## config.mk

```make
export PLATFORM = sky130hd
export DESIGN_NAME = urv_exceptions_flat
export DESIGN_NICKNAME = d
export VERILOG_FILES = /design/src/rtl/urv_exceptions_if.sv /design/src/rtl/urv_exceptions.sv /design/src/flat_wrapper.sv
export SDC_FILE = /design/constraint.sdc
export NUM_CORES = 1
export LEC_CHECK = 0
export CAP_MARGIN = 20
export CORE_AREA = 2 2 111 113
export CTS_CLUSTER_DIAMETER = 200
export CTS_CLUSTER_SIZE = 10
export DETAILED_ROUTE_END_ITERATION = 7
export DIE_AREA = 0 0 113 115
export PLACE_DENSITY_LB_ADDON = 0.3
export SKIP_LAST_GASP = 1
export SLEW_MARGIN = 40
export SYNTH_ARGS = -nofsm -noshare
export SYNTH_HDL_FRONTEND = slang
export SYNTH_SLANG_ARGS = --single-unit
```

## constraint.sdc

```tcl
create_clock -name clk_i -period 2.45 [get_ports clk_i]
set_input_delay 0.49 -clock clk_i [delete_from_list [all_inputs] [get_ports clk_i]]
set_output_delay 0.49 -clock clk_i [all_outputs]
set_load 0.02 [all_outputs]
```

## src/rtl/urv_exceptions_if.sv

```systemverilog
// X-stage trap/CSR bus between the pipeline and urv_exceptions.
// master: the pipeline side that drives the X-stage inputs.
// slave:  the trap controller that consumes them and drives redirect and CSRs.
interface urv_exceptions_if;
    logic        x_stall_i;
    logic        x_kill_i;
    logic        x_valid_i;
    logic        d_is_csr_i;
    logic [11:0] d_csr_sel_i;
    logic [31:0] x_csr_write_value_i;
    logic        d_is_mret_i;
    logic        x_exception_i;
    logic [3:0]  x_exception_cause_i;
    logic [31:0] x_exception_pc_i;
    logic        irq_i;
    logic        timer_tick_i;
    logic        x_exception_o;
    logic [31:0] x_exception_pc_o;
    logic [31:0] csr_mstatus_o;
    logic [31:0] csr_mip_o;
    logic [31:0] csr_mie_o;
    logic [31:0] csr_mepc_o;
    logic [31:0] csr_mcause_o;

    modport master (
        output x_stall_i, x_kill_i, x_valid_i, d_is_csr_i, d_csr_sel_i,
               x_csr_write_value_i, d_is_mret_i, x_exception_i,
               x_exception_cause_i, x_exception_pc_i, irq_i, timer_tick_i,
        input  x_exception_o, x_exception_pc_o, csr_mstatus_o, csr_mip_o,
               csr_mie_o, csr_mepc_o, csr_mcause_o
    );

    modport slave (
        input  x_stall_i, x_kill_i, x_valid_i, d_is_csr_i, d_csr_sel_i,
               x_csr_write_value_i, d_is_mret_i, x_exception_i,
               x_exception_cause_i, x_exception_pc_i, irq_i, timer_tick_i,
        output x_exception_o, x_exception_pc_o, csr_mstatus_o, csr_mip_o,
               csr_mie_o, csr_mepc_o, csr_mcause_o
    );
endinterface

```

## src/rtl/urv_exceptions.sv

```systemverilog
// Machine-mode trap/interrupt controller for the X stage.
// Owns mstatus/mie/mip/mepc/mcause, decides trap entry and MRET return,
// and supplies the fetch redirect target.
// Optional build macro: URV_TIMER_IRQ_EN enables the timer interrupt (MTIP/MTIE).
module urv_exceptions #(
    parameter logic [31:0] TRAP_VECTOR     = 32'h0000_0008,
    parameter int unsigned IRQ_SYNC_STAGES = 2
) (
    input logic            clk_i,
    input logic            rst_i,
    urv_exceptions_if.slave bus
);
    localparam logic [11:0] CSR_MSTATUS = 12'h300;
    localparam logic [11:0] CSR_MIE     = 12'h304;
    localparam logic [11:0] CSR_MEPC    = 12'h341;
    localparam logic [11:0] CSR_MCAUSE  = 12'h342;
    localparam logic [11:0] CSR_MIP     = 12'h344;

    logic [IRQ_SYNC_STAGES-1:0] irq_sync;
    logic        mstatus_mie;
    logic        mstatus_mpie;
    logic        mie_meie;
    logic        mie_mtie;
    logic        mip_mtip;
    logic        mip_meip;
    logic [31:0] mepc;
    logic [31:0] mcause;

    logic        advance;
    logic        pend_ext;
    logic        pend_tim;
    logic        irq_take;
    logic        do_trap;
    logic        do_mret;
    logic        do_csr;
    logic        csr_wr;
    logic [31:0] trap_cause;
    logic [31:0] wval;

    assign wval     = bus.x_csr_write_value_i;
    assign mip_meip = irq_sync[IRQ_SYNC_STAGES-1];

    // Event decode and trap priority: exception > interrupt > MRET > CSR write.
    always_comb begin
        advance    = bus.x_valid_i & ~bus.x_stall_i & ~bus.x_kill_i;
        pend_ext   = mip_meip & mie_meie;
        pend_tim   = mip_mtip & mie_mtie;
        irq_take   = mstatus_mie & (pend_ext | pend_tim);
        do_trap    = bus.x_exception_i | irq_take;
        do_mret    = ~do_trap & bus.d_is_mret_i;
        do_csr     = ~do_trap & ~bus.d_is_mret_i & bus.d_is_csr_i;
        csr_wr     = advance & do_csr;
        trap_cause = bus.x_exception_i ? {28'b0, bus.x_exception_cause_i}
                                       : {1'b1, 27'b0, (pend_ext ? 4'd11 : 4'd7)};
    end

    // Fetch redirect; forced idle while in reset.
    always_comb begin
        bus.x_exception_o    = ~rst_i & advance & (do_trap | do_mret);
        bus.x_exception_pc_o = TRAP_VECTOR;
        if (!rst_i && do_mret)
            bus.x_exception_pc_o = mepc;
    end

    // External interrupt synchronizer, runs every cycle.
    always_ff @(posedge clk_i) begin
        if (rst_i)
            irq_sync <= '0;
        else
            irq_sync <= {irq_sync[IRQ_SYNC_STAGES-2:0], bus.irq_i};
    end

    // Architectural CSR updates on an advancing X instruction.
    always_ff @(posedge clk_i) begin
        if (rst_i) begin
            mstatus_mie  <= 1'b0;
            mstatus_mpie <= 1'b0;
            mie_meie     <= 1'b0;
            mepc         <= '0;
            mcause       <= '0;
        end else if (advance) begin
            if (do_trap) begin
                mepc         <= bus.x_exception_pc_i;
                mcause       <= trap_cause;
                mstatus_mpie <= mstatus_mie;
                mstatus_mie  <= 1'b0;
            end else if (do_mret) begin
                mstatus_mie  <= mstatus_mpie;
                mstatus_mpie <= 1'b1;
            end else if (do_csr) begin
                case (bus.d_csr_sel_i)
                    CSR_MSTATUS: begin
                        mstatus_mie  <= wval[3];
                        mstatus_mpie <= wval[7];
                    end
                    CSR_MIE:    mie_meie <= wval[11];
                    CSR_MEPC:   mepc     <= {wval[31:2], 2'b00};
                    CSR_MCAUSE: mcause   <= wval;
                    default: ;
                endcase
            end
        end
    end

`ifdef URV_TIMER_IRQ_EN
    // Timer enable, written only by a CSR write to mie.
    always_ff @(posedge clk_i) begin
        if (rst_i)
            mie_mtie <= 1'b0;
        else if (csr_wr && bus.d_csr_sel_i == CSR_MIE)
            mie_mtie <= wval[7];
    end

    // Sticky MTIP: a tick sets it every cycle and beats a same-edge clear.
    always_ff @(posedge clk_i) begin
        if (rst_i)
            mip_mtip <= 1'b0;
        else if (bus.timer_tick_i)
            mip_mtip <= 1'b1;
        else if (csr_wr && bus.d_csr_sel_i == CSR_MIP)
            mip_mtip <= wval[7];
    end
`else
    logic unused_timer;
    assign unused_timer = bus.timer_tick_i ^ csr_wr;
    assign mie_mtie     = 1'b0;
    assign mip_mtip     = 1'b0;
`endif

    // CSR read views for the CSR stage.
    always_comb begin
        bus.csr_mstatus_o = {24'b0, mstatus_mpie, 3'b0, mstatus_mie, 3'b0};
        bus.csr_mie_o     = {20'b0, mie_meie, 3'b0, mie_mtie, 7'b0};
        bus.csr_mip_o     = {20'b0, mip_meip, 3'b0, mip_mtip, 7'b0};
        bus.csr_mepc_o    = mepc;
        bus.csr_mcause_o  = mcause;
    end
endmodule

```

## src/flat_wrapper.sv

```systemverilog
// flat-port wrapper written by rule: the top's interface ports become plain ports
module urv_exceptions_flat 
#(
    parameter logic [31:0] TRAP_VECTOR     = 32'h0000_0008,
    parameter int unsigned IRQ_SYNC_STAGES = 2
)
  (clk_i, rst_i, bus_x_stall_i, bus_x_kill_i, bus_x_valid_i, bus_d_is_csr_i, bus_d_csr_sel_i, bus_x_csr_write_value_i, bus_d_is_mret_i, bus_x_exception_i, bus_x_exception_cause_i, bus_x_exception_pc_i, bus_irq_i, bus_timer_tick_i, bus_x_exception_o, bus_x_exception_pc_o, bus_csr_mstatus_o, bus_csr_mip_o, bus_csr_mie_o, bus_csr_mepc_o, bus_csr_mcause_o);
  urv_exceptions_if bus_i ();
  input logic clk_i;
  input logic rst_i;
  input wire logic [$bits(bus_i.x_stall_i)-1:0] bus_x_stall_i;
  input wire logic [$bits(bus_i.x_kill_i)-1:0] bus_x_kill_i;
  input wire logic [$bits(bus_i.x_valid_i)-1:0] bus_x_valid_i;
  input wire logic [$bits(bus_i.d_is_csr_i)-1:0] bus_d_is_csr_i;
  input wire logic [$bits(bus_i.d_csr_sel_i)-1:0] bus_d_csr_sel_i;
  input wire logic [$bits(bus_i.x_csr_write_value_i)-1:0] bus_x_csr_write_value_i;
  input wire logic [$bits(bus_i.d_is_mret_i)-1:0] bus_d_is_mret_i;
  input wire logic [$bits(bus_i.x_exception_i)-1:0] bus_x_exception_i;
  input wire logic [$bits(bus_i.x_exception_cause_i)-1:0] bus_x_exception_cause_i;
  input wire logic [$bits(bus_i.x_exception_pc_i)-1:0] bus_x_exception_pc_i;
  input wire logic [$bits(bus_i.irq_i)-1:0] bus_irq_i;
  input wire logic [$bits(bus_i.timer_tick_i)-1:0] bus_timer_tick_i;
  output wire logic [$bits(bus_i.x_exception_o)-1:0] bus_x_exception_o;
  output wire logic [$bits(bus_i.x_exception_pc_o)-1:0] bus_x_exception_pc_o;
  output wire logic [$bits(bus_i.csr_mstatus_o)-1:0] bus_csr_mstatus_o;
  output wire logic [$bits(bus_i.csr_mip_o)-1:0] bus_csr_mip_o;
  output wire logic [$bits(bus_i.csr_mie_o)-1:0] bus_csr_mie_o;
  output wire logic [$bits(bus_i.csr_mepc_o)-1:0] bus_csr_mepc_o;
  output wire logic [$bits(bus_i.csr_mcause_o)-1:0] bus_csr_mcause_o;
  assign bus_i.x_stall_i = bus_x_stall_i;
  assign bus_i.x_kill_i = bus_x_kill_i;
  assign bus_i.x_valid_i = bus_x_valid_i;
  assign bus_i.d_is_csr_i = bus_d_is_csr_i;
  assign bus_i.d_csr_sel_i = bus_d_csr_sel_i;
  assign bus_i.x_csr_write_value_i = bus_x_csr_write_value_i;
  assign bus_i.d_is_mret_i = bus_d_is_mret_i;
  assign bus_i.x_exception_i = bus_x_exception_i;
  assign bus_i.x_exception_cause_i = bus_x_exception_cause_i;
  assign bus_i.x_exception_pc_i = bus_x_exception_pc_i;
  assign bus_i.irq_i = bus_irq_i;
  assign bus_i.timer_tick_i = bus_timer_tick_i;
  assign bus_x_exception_o = bus_i.x_exception_o;
  assign bus_x_exception_pc_o = bus_i.x_exception_pc_o;
  assign bus_csr_mstatus_o = bus_i.csr_mstatus_o;
  assign bus_csr_mip_o = bus_i.csr_mip_o;
  assign bus_csr_mie_o = bus_i.csr_mie_o;
  assign bus_csr_mepc_o = bus_i.csr_mepc_o;
  assign bus_csr_mcause_o = bus_i.csr_mcause_o;
  urv_exceptions #(.TRAP_VECTOR(TRAP_VECTOR), .IRQ_SYNC_STAGES(IRQ_SYNC_STAGES)) u_core (.clk_i(clk_i), .rst_i(rst_i), .bus(bus_i));
endmodule
```

* After elaboration in Yosys (flattened, before gate mapping)
Cells that the tools add are included.
** Storage, ports and cells
- Bits in registers :: 69
- Bits of input ports :: 90
- Output and inout bits :: 193
- Word-level logic and storage cells :: 58
** Operators by class
- Eq/ne operators :: 5
- Muxes and demuxes :: 19
- Bitwise operators :: 17
- Reduce and logical (&&, ||, !) cells :: 11
** Operators with widths (count)
- $mux W32 :: 10
- $eq A12 B10 Y1 const B :: 4
- $and A1 B1 Y1 :: 9
- $mux W1 :: 8
- $reduce_and A4 Y1 :: 2
- $not A1 Y1 :: 6
- $reduce_bool A2 Y1 :: 3
- $reduce_bool A3 Y1 :: 2
- $reduce_and A5 Y1 :: 1
- $mux W4 :: 1
- $reduce_and A3 Y1 :: 1
- $ne A2 B1 Y1 const B :: 1
- $or A1 B1 Y1 :: 2
- $logic_and A1 B1 Y1 :: 1
- $logic_not A1 Y1 :: 1

* Depth between registers and ports, before layout
Gate-level depths: netlist (run 1).
- Word-level depth :: 9
- Gate-level depth with buffers :: 7
- Gate-level depth less buffers :: 4

* Least setup slack after synthesis (run 1)
Ideal clock, no wire load.
- Path type :: input to output
- Start :: input port bus_x_stall_i
- End :: output port bus_x_exception_o
- Data arrival time :: 1508 ps
- Data required time :: 1960 ps
- Path slack :: 452 ps
- Stages :: 4
- Path buffers :: 1
- Cell sequence :: nor3b_1 > clkbuf_1 > o21ai_0 > nor2_1
** Between the ends
- Word-level cells in the longest chain between the ends :: 5
** Ends and longest elaborated chain
- from (decl) :: RTL line flat_wrapper.sv:11 : input wire logic [$bits(bus_i.x_stall_i)-1:0] bus_x_stall_i;
- $not A1 Y1 :: RTL line urv_exceptions.sv:45 : advance = bus.x_valid_i & ~bus.x_stall_i & ~bus.x_kill_i;
- $and A1 B1 Y1 (2 in series) :: RTL line urv_exceptions.sv:45
- $and A1 B1 Y1 (2 in series) :: RTL line urv_exceptions.sv:59 : bus.x_exception_o = ~rst_i & advance & (do_trap | do_mret);
- to (decl) :: RTL line flat_wrapper.sv:23 : output wire logic [$bits(bus_i.x_exception_o)-1:0] bus_x_exception_o;
No other way between the ends.

* Final worst setup path (run 1)
- Start :: input port bus_x_exception_i
- End :: output port bus_x_exception_pc_o[16]
** Between the ends
- Word-level cells in the longest chain between the ends :: 5
** Ends and longest elaborated chain
- from (decl) :: RTL line flat_wrapper.sv:18 : input wire logic [$bits(bus_i.x_exception_i)-1:0] bus_x_exception_i;
- $or A1 B1 Y1 :: RTL line urv_exceptions.sv:49 : do_trap = bus.x_exception_i | irq_take;
- $not A1 Y1 :: RTL line urv_exceptions.sv:50 : do_mret = ~do_trap & bus.d_is_mret_i;
- $and A1 B1 Y1 :: RTL line urv_exceptions.sv:50
- $logic_and A1 B1 Y1 :: RTL line urv_exceptions.sv:61 : if (!rst_i && do_mret)
- $mux W32 :: RTL line urv_exceptions.sv:61
- to (decl) :: RTL line flat_wrapper.sv:24 : output wire logic [$bits(bus_i.x_exception_pc_o)-1:0] bus_x_exception_pc_o;
No other way between the ends.

==> reports/qor.yml, run 1 <==
critical_path:
  critPathLaunchType: "input pin"
  end_kind: "primary output"
  worstPathMaxFanout: 14
  cp.arrival_ns: 1.90
  critPathRequiredTime_ns: 1.96
  r2r_end: "u_core.bus.csr_mcause_o[0]"
  reg2regPathDepth: 6
  rrSetupSlack_ns: 0.61
  critPathCapture: "bus_x_exception_pc_o[16]"
  cp-startpoint: "bus_x_exception_i"
  timing_worst_setup_path_type: "input pin to primary output"
  reg2reg_from: "u_core.irq_sync[1]"
timing:
  hold_viol: 0
  finalCriticalPeriod_ns: 2.39
  setup_viol: 0
  max_slew.worst_pin.slew_ns: 0.590
  fmax_ghz: 0.419
  rsz0062_at_grt: "no"
  maxSlewViolCount: 0
  slew_headroom_pct: 60.7
  fin_crit_sh_pct: 97.4
  finClkSkew_ns: 0.00975
  tns_ns: 0
yosys:
  syn_inst: 543
  yosysWarnings: 0
  synth_area_um2: 4250
  synthFlopType: "dfxtp_1"
  synth-edff-count: 0
  avgSynthCellArea_um2: 7.83
  synth_top_area_cell: "dfxtp_1"
  ys_seq_area_share_pct: 32.5
  async_flop_share_pct: 0
  synth_top_area_share_pct: 32.5
  synth.distinct_cells: 44
  synth_area_leaders: "dfxtp_1 (32%), buf_4 (17%), and3_1 (9.0%)"
  ys_ff_latch: 69
cts:
  clock-sinks: 69
  h-tree-depth: 3
  clock_latency_ns: 0.32
  clk_pin_slew_ns: 0.06
  cts_made_buffers: 9
  clk_path_buf_depth: 2
  cts_tree: "yes"
  ctsHoldBuffers: 0
  clockRootBuffer: "clkbuf_16"
  postCtsSetupBuffers: 0
run:
  maxCapViolCount: 0
global_route:
  globalRoute.totalOverflow: 0
  grt_pass1_vias: 4346
  grt_pass1_wl_um: 23200
  track_usage_pct: 22.6
  antenna_found_initial: 0
  grt_start_max_net_pins: 59
finish:
  stdcell_count: 883
  layout-area-overhead-vs-synth_pct: 53.1
  nets: 821
  drive_gt1_share_pct: 12.1
  n_antenna_cell: 0
  utilization_pct: 55.1
  final_area_um2: 6510
floorplanning:
  die_x_um: 113
  core_area_um2: 11800
  num_io_pins: 283
  initial_core_util_pct: 36.0
  dieArea_um2: 13000
  die_h_um: 115
  fp-row-count: 40
power_and_ir_drop:
  power_frac_comb_pct: 19.6
  powerDensity_nw_per_um2: 472
  peakVddDrop_v: 0.000273
  seqPwrFrac_pct: 38.1
  p_sw_mw: 0.878
  internal_power_mw: 2.19
  swShare_pct: 28.6
  power.leakage_nw: 2.64
  clkPwrFrac_pct: 42.2
routing:
  drt_iter0_drc: 333
  totalWireLength_um: 15400
  vias_per_cell: 5.17
  antenna_left: 0
  drcViolationCount: 18
  dr.pass1.iters: 8
  vias: 4562
  wl_per_cell_um: 17.4
min_path:
  hp-class: "flip-flop to flip-flop"
placement:
  gp_congestion: 0.873
  post-dp-hpwl_um: 10900
  post_dp_cell_area_um2: 6120
  dp.cells: 865
  io_buffers: 189
status:
  violations: "design-rule violations"
  status: "finished with violations"
==> layout make-up <==
type / instances / area (µm²)
multi-input cells: 416 / 2270
fillers: 1132 / 5310
inverters: 3 / 11.3
clock inverters: 7 / 73.8
well taps: 147 / 184
repair buffers: 232 / 2360
flip-flops and latches: 69 / 1380
clock buffers: 9 / 225
==> registers in the layout (all words and copies together), names as in the netlist <==
register and cells:
u_core.bus.csr_mepc_o 32, u_core.irq_sync 2, u_core.mstatus_mpie 1, u_core.mie_meie 1
u_core.mstatus_mie 1, u_core.bus.csr_mcause_o 32
==> critical path: stages <==
cell             delay [ns]
dlygate4sd2_1          0.26
a31o_2                 0.25
nor2_4                 0.16
bufbuf_16              0.32
and3_1                 0.16
clkdlybuf4s15_2        0.26
==> cells in the final DEF (no fill, tap or decap), types with 4 or more instances in the layout <==
cell type	Yosys	routed
clkdlybuf4s50_1	0	154
conb_1	1	92
dfxtp_1	69	69
nand3_1	62	62
and3_1	61	61
nand2_1	35	35
buf_4	99	34
a31oi_1	32	32
a21oi_1	31	31
o21ai_0	29	29
nand4_1	29	29
clkdlybuf4s15_2	0	15
clkdlybuf4s15_1	0	15
clkbuf_16	0	9
buf_12	0	7
nor2b_1	4	4
==> per-layer routing <==
metal / global-route usage [%] / part of all wire [%] / vias to the layer above
met5: 0 / 0 / -
met4: 8.29 / 1.8 / 0
met3: 3.58 / 6.6 / 24
met2: 40.3 / 51 / 229
met1: 27.5 / 40 / 2150
li1: - / - / 2159
==> how the worst min path moves through the flow <==
stage	end	from	slack, ns	cells after the start
6_report	u_core.bus.csr_mcause_o[17]	u_core.bus.csr_mcause_o[17]	0.46	2
4_1_cts	u_core.bus.csr_mcause_o[17]	u_core.bus.csr_mcause_o[17]	0.46	2
2_1_floorplan	u_core.irq_sync[1]	u_core.irq_sync[0]	0.41	1
5_1_grt	u_core.bus.csr_mcause_o[17]	u_core.bus.csr_mcause_o[17]	0.47	2
3_5_place_dp	u_core.bus.csr_mcause_o[17]	u_core.bus.csr_mcause_o[17]	0.44	2
3_3_place_gp	u_core.bus.csr_mcause_o[26]	u_core.bus.csr_mcause_o[26]	0.44	2
==> cell families (layout without fill, tap and decap cells) <==
kind of cell / count (synthesis) / after routing / synth area share [%]
AO/OA/AOI/OAI: 111 / 111 / 15.6
flip-flops: 69 / 69 / 32.5
multiplexers: 4 / 4 / 0.971
buffers and inverters: 149 / 251 / 22.7
AND/OR/NAND/NOR: 209 / 209 / 28.1
other: 1 / 92 / 0.0882
==> stage by stage <==
| step | hold slack, ns | worst slack (ns) | power (mW) |
|---|---|---|---|
| CTS | 0.457 | 0.0416 | 3.09 |
| detailed placement | 0.441 | -0.339 | 1.78 |
| global route | 0.467 | 0.00683 | 3.19 |
| global placement | 0.439 | -0.307 | 1.77 |
| floorplan | 0.414 | 0.452 | 1.60 |
| finish | 0.456 | 0.0644 | 3.07 |
==> power by group through the flow <==
stage	clock [mW]	combinational (mW)	sequential, mW
after floorplan	0	0.378	1.22
after global placement	0	0.575	1.19
after detailed placement	0	0.581	1.20
after CTS	1.32	0.598	1.17
after global routing	1.38	0.640	1.17
final	1.30	0.603	1.17
==> what timing repair did <==
action                     CTS  global route
resized for setup           79             0
pin swaps                    2             1
cloned                       2             0
setup endpoints to repair   33            12
hold endpoints to repair     0             0
==> synth_stat cells (4+ instances only) <==
| master | n |
|---|---|
| a21oi_1 | 31 |
| a31oi_1 | 32 |
| and3_1 | 61 |
| buf_2 | 15 |
| buf_4 | 99 |
| clkbuf_1 | 30 |
| dfxtp_1 | 69 |
| nand2_1 | 35 |
| nand3_1 | 62 |
| nand4_1 | 29 |
| nor2b_1 | 4 |
| o21ai_0 | 29 |
Note: power is estimated with default switching activity, not from simulation.
==> run 2: changes to the inputs <==
Settings changed: CORE_AREA 2 2 111 113 to not set, CORE_MARGIN set to 2, CORE_UTILIZATION set to 33, DIE_AREA 0 0 113 115 to not set, TNS_END_PERCENT set to 20.
Clock period 2.45 ns to 2.1 ns, I/O delays scaled along.
==> run 2 against run 1 <==
  * Final area about the same
  * Non-clock buffer count up 4
  * Critical endpoint is now bus_x_exception_o
  * Clock-buffer cell count grew 1
  * Largest power group unchanged
  * The flow now finishes without violations
  * Highest routed layer unchanged
==> reports/qor.yml, run 2 (synthesized netlist as in run 1, its figures left out) <==
floorplanning:
  core_area_um2: 12600  # +6.8%
  initial_core_util_pct: 33.7  # -2.3 points
  num_io_pins: 283  # unchanged
  die_h_um: 117  # +2.2%
  die_x_um: 117  # +4.0%
  dieArea_um2: 13800  # +6.2%
  fp-row-count: 41  # +2.5%
placement:
  gp_congestion: 0.892  # +2.2%
  io_buffers: 189  # unchanged
  post-dp-hpwl_um: 11000  # about the same
  place_ws_ns: -0.557  # -0.217 ns
  dp.cells: 891  # +3.0%
  post_dp_cell_area_um2: 6170  # +0.76%
finish:
  layout-area-overhead-vs-synth_pct: 53.2  # about the same
  final_area_um2: 6510  # about the same
  drive_gt1_share_pct: 15.1  # +3.0 points
  final_common_cell: "clkdlybuf4s50_1"
  n_antenna_cell: 0  # unchanged
  stdcell_count: 912  # +3.3%
  nets: 825  # +0.49%
  final_cell_mix: "clkdlybuf4s50_1 (154), conb_1 (92), dfxtp_1 (69)"
  utilization_pct: 51.6  # -3.5 points
power_and_ir_drop:
  p_sw_mw: 1.03  # +17%
  seqPwrFrac_pct: 35.4  # -2.7 points
  clkPwrFrac_pct: 46.1  # +3.9 points
  peakVddDrop_v: 0.000268  # -1.7%
  swShare_pct: 26.7  # -1.9 points
  internal_power_mw: 2.83  # +29%
  power_frac_comb_pct: 18.6  # -1.0 points
  powerDensity_nw_per_um2: 594  # +26%
  power.leakage_nw: 2.70  # +2.4%
timing:
  finClkSkew_ns: 0.00373  # -0.00602 ns
  hold_viol: 0  # unchanged
  tns_ns: 0  # unchanged
  setup_viol: 0  # unchanged
  finalCriticalPeriod_ns: 2.05
  fin_crit_sh_pct: 97.5
  fmax_ghz: 0.488
  rsz0062_at_grt: "yes"
  maxSlewViolCount: 0  # unchanged
  finalWorstSetupSlack_ns: 0.0515  # -0.0129 ns
cts:
  h-tree-depth: 3  # unchanged
  clock-sinks: 69  # unchanged
  clockRootBuffer: "clkbuf_16"
  cts_made_buffers: 9  # unchanged
  clk_pin_slew_ns: 0.06  # about the same
  cts_tree: "yes"
  clk_path_buf_depth: 2  # unchanged
  clock_latency_ns: 0.33  # about the same
  ctsHoldBuffers: 0  # unchanged
global_route:
  grt_pass1_wl_um: 24500  # +5.9%
  globalRoute.totalOverflow: 0  # unchanged
  track_usage_pct: 22.1  # -0.50 points
  antenna_found_initial: 0  # unchanged
  grt_pass1_vias: 4566  # +5.1%
  grt_start_max_net_pins: 59  # unchanged
critical_path:
  reg2regPathDepth: 6  # unchanged
  worstPathMaxFanout: 2  # -12
  critPathLaunchType: "input pin"
  critPathRequiredTime_ns: 1.68  # -0.28 ns
  timing.critical_path.buf_inv: 2  # -1
  path_delay_family: "buffers and inverters"
  critical-path-max-stage-delay_ns: 0.46  # +0.14 ns
  timing_worst_setup_path_type: "input pin to primary output"
  path_cells: "clkdlybuf4s50_1 > nor3b_4 > o21ai_1 > nor2_1 > buf_2"
  crit_cells: 5  # -1
  cp.arrival_ns: 1.63  # -0.27 ns
  cp_slowest_cell: "clkdlybuf4s50_1"
  end_kind: "primary output"
routing:
  drcViolationCount: 0  # -18
  drt_iter0_drc: 336  # +0.90%
  dr.pass1.iters: 6  # -2
  vias: 4652  # +2.0%
  totalWireLength_um: 15800  # +2.5%
  vias_per_cell: 5.10  # -1.3%
  antenna_left: 0  # unchanged
  wl_per_cell_um: 17.3  # -0.72%
status:
  status: "completed"
min_path:
  hp-class: "flip-flop to flip-flop"
  hold_depth: 1  # -1
run:
  maxCapViolCount: 0  # unchanged
[run 2: power groups by stage]
stage / Combinational (mW) / Clock [mW] / Sequential (mW)
after floorplan: 0.441 / 0 / 1.42
after global placement: 0.681 / 0 / 1.39
after detailed placement: 0.686 / 0 / 1.39
after CTS: 0.708 / 1.82 / 1.37
after global routing: 0.756 / 1.88 / 1.37
final: 0.717 / 1.78 / 1.37
[run 2: worst paths after layout]
| path | start | end | slack (ns) |
|---|---|---|---|
| max | bus_x_kill_i | bus_x_exception_o | 0.05 |
| min | u_core.irq_sync[0] | u_core.irq_sync[1] | 0.44 |
| max reg2reg | u_core.mstatus_mie | u_core.bus.csr_mcause_o[3] | 0.27 |
| min reg2reg | u_core.irq_sync[0] | u_core.irq_sync[1] | 0.44 |
[run 2: layout make-up]
class | instances | area, µm²
sequential | 69 | 1380
inverter | 3 | 11.3
timing repair buffer | 236 | 2260
fill | 1227 | 6110
multi-input combinational | 416 | 2300
tap | 172 | 215
clock buffer | 10 | 239
clock inverter | 6 | 110
[run 2: worst reg2reg max path: stages (launching register included)]
cell and delay, ns:
dfxtp_1 0.36, a31o_4 0.18, buf_4 0.11, buf_4 0.38
o22ai_1 0.13, a2111oi_0 0.46, a31o_1 0.15
[run 2: routing by layer]
layer | part of all wire, % | GRT usage, % | wire length, µm | up-vias
li1 | - | - | - | 2169
met1 | 39 | 26.2 | 6180 | 2203
met2 | 51 | 39.1 | 8130 | 257
met3 | 7.7 | 4.17 | 1210 | 23
met4 | 1.8 | 8.81 | 279 | 0
met5 | 0 | 0 | 0 | -
[run 2: stage by stage]
step,hold slack (ns),power [mW]
2_1_floorplan,0.414,1.86
3_3_place_gp,0.420,2.07
3_5_place_dp,0.428,2.08
4_1_cts,0.441,3.89
5_1_grt,0.469,4.01
6_report,0.437,3.87
[run 2: repair_timing]
action                     CTS  global route
setup buffers                3             0
setup endpoints to repair   33            28
hold endpoints to repair     0             0
gates resized for setup    155             5
pin swaps                    2             2
cloned                       2             0
